### config.mk
export PLATFORM = sky130hd
export DESIGN_NAME = rfifo_read_ctrl
export DESIGN_NICKNAME = d
export VERILOG_FILES = /design/src/rtl/rfifo_read_ctrl.sv
export SDC_FILE = /design/constraint.sdc
export NUM_CORES = 1
export LEC_CHECK = 0
export ABC_AREA = 1
export CORE_AREA = 2 2 102 104
export CTS_CLUSTER_DIAMETER = 30
export DETAILED_ROUTE_END_ITERATION = 8
export DIE_AREA = 0 0 104 106
export GPL_TIMING_DRIVEN = 0
export PLACE_DENSITY = 0.67
export SLEW_MARGIN = 10
export SYNTH_ARGS = -nofsm -noshare
export SYNTH_HDL_FRONTEND = slang
export SYNTH_SLANG_ARGS = --single-unit
### constraint.sdc
create_clock -name rclk -period 6 [get_ports rclk]
set_input_delay 0.6 -clock rclk [delete_from_list [all_inputs] [get_ports rclk]]
set_output_delay 0.6 -clock rclk [all_outputs]
set_load 0.01 [all_outputs]
### src/rtl/rfifo_read_ctrl.sv
// Read-side controller of an async FIFO: pops words into a 2-entry output buffer.
// Latency: 2 cycles from rinc to out_valid; sustains 1 word/cycle when unstalled.
// Backpressure: out_ready=0 stops popping once buffer plus in-flight word fill both slots.
module rfifo_read_ctrl #(
   parameter int DATA_WIDTH = 32,
   parameter int CNT_WIDTH  = 8
) (
   input  logic                  rclk,
   input  logic                  r_nrst,
   input  logic                  empty,
   output logic                  rinc,
   input  logic [DATA_WIDTH-1:0] rdata,
   input  logic                  enable,
   input  logic                  flush,
   output logic [DATA_WIDTH-1:0] out_data,
   output logic                  out_valid,
   input  logic                  out_ready,
   output logic                  busy,
   output logic [CNT_WIDTH-1:0]  pop_count
);

   typedef enum logic [1:0] {
      IDLE  = 2'd0,
      RUN   = 2'd1,
      FLUSH = 2'd2
   } state_t;

   state_t                state_q, state_d;
   logic [1:0]            occ_q, occ_d;
   logic                  inflight_q, inflight_d;
   logic [DATA_WIDTH-1:0] entry0_q, entry0_d;
   logic [DATA_WIDTH-1:0] entry1_q, entry1_d;
   logic [CNT_WIDTH-1:0]  pop_count_q, pop_count_d;

   logic                  xfer;
   logic                  cap;
   logic [2:0]            pending;
   logic [1:0]            base;

   // Next-state logic; a flush request overrides every other transition.
   always_comb begin
      state_d = state_q;
      if (flush) begin
         state_d = FLUSH;
      end else begin
         case (state_q)
            IDLE:    if (enable) state_d = RUN;
            RUN:     if (!enable) state_d = IDLE;
            FLUSH:   if (empty && !inflight_q) state_d = IDLE;
            default: state_d = IDLE;
         endcase
      end
   end

   // Handshake and pop decision; pending counts slots still claimed after this cycle's transfer.
   always_comb begin
      out_valid = (occ_q != 2'd0) && (state_q != FLUSH);
      xfer      = out_valid && out_ready;
      cap       = inflight_q && (state_q != FLUSH);
      pending   = {1'b0, occ_q} + {2'b00, inflight_q} - {2'b00, xfer};
      rinc      = 1'b0;
      case (state_q)
         RUN:     rinc = !empty && (pending < 3'd2);
         FLUSH:   rinc = !empty;
         default: rinc = 1'b0;
      endcase
   end

   // Output buffer: pop the head on transfer, then append the returning word at the new tail.
   always_comb begin
      entry0_d = entry0_q;
      entry1_d = entry1_q;
      base     = occ_q - {1'b0, xfer};
      if (xfer) begin
         entry0_d = entry1_q;
      end
      occ_d = base;
      if (cap && (base != 2'd2)) begin
         if (base == 2'd0) begin
            entry0_d = rdata;
         end else begin
            entry1_d = rdata;
         end
         occ_d = base + 2'd1;
      end
      if (flush) begin
         occ_d = 2'd0;
      end
   end

   // A word is in flight exactly one cycle after each pop; every pop is counted.
   always_comb begin
      inflight_d  = rinc;
      pop_count_d = pop_count_q + {{(CNT_WIDTH-1){1'b0}}, rinc};
   end

   // State registers with asynchronous reset.
   always_ff @(posedge rclk or negedge r_nrst) begin
      if (!r_nrst) begin
         state_q     <= IDLE;
         occ_q       <= 2'd0;
         inflight_q  <= 1'b0;
         entry0_q    <= '0;
         entry1_q    <= '0;
         pop_count_q <= '0;
      end else begin
         state_q     <= state_d;
         occ_q       <= occ_d;
         inflight_q  <= inflight_d;
         entry0_q    <= entry0_d;
         entry1_q    <= entry1_d;
         pop_count_q <= pop_count_d;
      end
   end

   assign out_data  = entry0_q;
   assign pop_count = pop_count_q;
   assign busy      = (state_q != IDLE) || inflight_q || (occ_q != 2'd0);

endmodule
==> metrics.yaml <==
yosys_warnings: 0
die_x_um: 104
core-area_um2: 10000
first_iter_violations: 173
fp.dieH_um: 106
register_area_um2: 1930
cellLeakagePower_nw: 2.61
grt_max_degree: 44
syn2layout_area_growth_pct: 30.5
clockBufferDepth: 2
finalSetupTns_ps: 0
hold_buffers: 0
finClkSkew_ps: 9.50
via_per_inst: 4.72
start_util: 0.388
n_antenna_cell: 0
tritoncts: "done"
ant_nets: 0
syn-cell-area_um2: 3880
post-cts-setup-buffers: 0
port_buffers: 79
required_ps: 5400
syn_inst: 475
drt_wl_total_mm: 9.04
period_share: 0.665
cp_max_fo: 10
drc: 0
peakVddDrop_v: 0.000211
wl_per_cell_um: 12.8
rsz0062_at_grt: "no"
antenna_found_initial: 0
grt_first_pass_wirelength_mm: 15.5
cp-startpoint: "state_q[0]"
path_class: "reg2out"
gr-total-overflow: 0
min_path_type: "in2async"
cts.sinks: 77
worstSetupEndpointType: "primary output"
drive_above_1_share: 0.110
final_cells: 707
fin_total_pwr_w: 0.00208
r2r_end: "pop_count[6]"
finalHoldViolCount: 0
outcome: "finished, final reports clean"
syn_avg_cell_area_um2: 8.18
cap_violations: 0
synth_edf_count: 0
synth_mux_area_frac: 0
r2r_cells: 14
drv_slew: 0
clkLatencyLatePin_ps: 340
cp-endpoint: "rinc"
synthAdderAreaFrac: 0.0309
yosysTopAreaCell: "dfrtp_1"
path_clk_slew_ps: 80
postSynth.asyncResetShare: 1.00
fmax_mhz: 251
ys_types: 21
root_buffer: "clkbuf_8"
synth.top_cells.by_count: "nand2_1, inv_1, dfrtp_1"
placed_cells: 691
synth_ff_type: "dfrtp_1"
yosysSeqAreaShare: 0.496
holdWs_ps: 210
max_slew_margin: 0.656
num_rows: 37
ios: 81
synth_fp_nets: 522
cp-start-kind: "flop"
setup_viol: 0
ff2ff_setup_slack_ps: 2770
rr_startpoint: "state_q[0]"
worstPathArrival_ps: 3390
num_vias: 3336
finalNetCount: 613
grtUsageTotal: 0.172
min_period_ps: 3990
synth_area_leaders: "dfrtp_1, nand2_1, inv_1"
synth_seq_cells: 77
synthXorXnorAreaFrac: 0.0158
yosys.cell_count.top_type: "nand2_1"
firstDrtPassIters: 4
synth_compound_area_frac: 0.0638
power_density_nw_per_um2: 410
synthSimpleGateAreaFrac: 0.271
cts_resized: 0
synth_top_area_share: 0.496
first_global_vias: 3361
multi_input_area_um2: 1480
worstMarginPinSlew_ps: 517
place_congestion: 0.767
htree_levels: 3
die_area_um2: 11000
synth_top_family_by_area: "simple AND/OR/NAND/NOR gates"
cts_buffers: 9
hpwlAfterDp_mm: 6.61
nFillCells: 979
-- per-layer routing --
metal	up-vias	part of all wire	GRT usage
met5	-	0	0
met4	0	0.017	0.0685
met3	11	0.042	0.0337
met2	80	0.49	0.289
met1	1577	0.45	0.219
li1	1668	-	-
-- cell families after synthesis --
| family | count (synthesis) |
|---|---|
| compound gates | 36 |
| xor+xnor | 7 |
| fa+ha+maj | 9 |
| buf+inv | 108 |
| flops | 77 |
| simple gates | 238 |
-- state kept, by name (all words and copies together) (netlist names) --
| signal | cells |
|---|---|
| pop_count | 8 |
| out_data | 32 |
| state_q | 2 |
| entry1_q | 32 |
| occ_q | 2 |
| inflight_q | 1 |
-- cells in the final DEF, fill, tap and decap left out, types with 2 or more instances in the layout --
master and instances:
buf_2 10, nand3_1 40, ha_1 8, a21oi_2 18, clkdlybuf4s50_1 78, nor2_1 44, clkbuf_8 10, inv_2 4
nand4_1 34, inv_1 78, buf_6 6, a21oi_1 17, nand2_1 115, clkinvlp_4 2, nand3_2 2, dfrtp_1 77
buf_4 4, xor2_1 6, nand2_2 2, clkbuf_1 8
-- area by class of cell --
class	instances	area share
flip-flops and latches	77	0.380
multi-input cells	290	0.292
inverters	82	0.0607
plain buffers	26	0.0328
clock buffers	11	0.0279
repair buffers	80	0.161
clock inverters	5	0.0116
well taps	136	0.0336
-- worst min path at each step --
stage,from,to,slack [ps],cells past startpoint
after floorplan,r_nrst,entry1_q[0],300,0
after global placement,pop_count[7],pop_count[7],470,1
final,r_nrst,out_data[24],210,1
after CTS,r_nrst,out_data[24],210,1
after detailed placement,pop_count[7],pop_count[7],490,1
after global routing,r_nrst,out_data[23],230,1
-- power breakdown --
| group | internal, W | total (W) | switching (W) |
|---|---|---|---|
| clock | 0.000205 | 0.000398 | 0.000193 |
| sequential | 0.000729 | 0.000835 | 0.000105 |
| combinational | 0.000419 | 0.000845 | 0.000426 |
| total | 0.00135 | 0.00208 | 0.000724 |
-- per-stage QoR --
step           instance area, µm²  worst slack [ps]  utilization
6_report                     5070              2010        0.507
4_1_cts                      5070              1990        0.507
5_1_grt                      5070              1790        0.507
2_1_floorplan                3880              3140            -
3_3_place_gp                 4840              1570        0.484
3_5_place_dp                 4870              2400        0.487
-- critical path: stages (launching register included) --
cell             delay [ps]
dfrtp_1                 380
inv_1                    80
ha_1                    280
inv_2                   160
nand3_2                 200
buf_2                   260
nand2_1                  80
nand3_1                  90
fa_1                    500
nand4_1                  90
a21oi_1                 320
clkdlybuf4s50_1         620
Note: power is estimated with default switching activity, not from simulation.
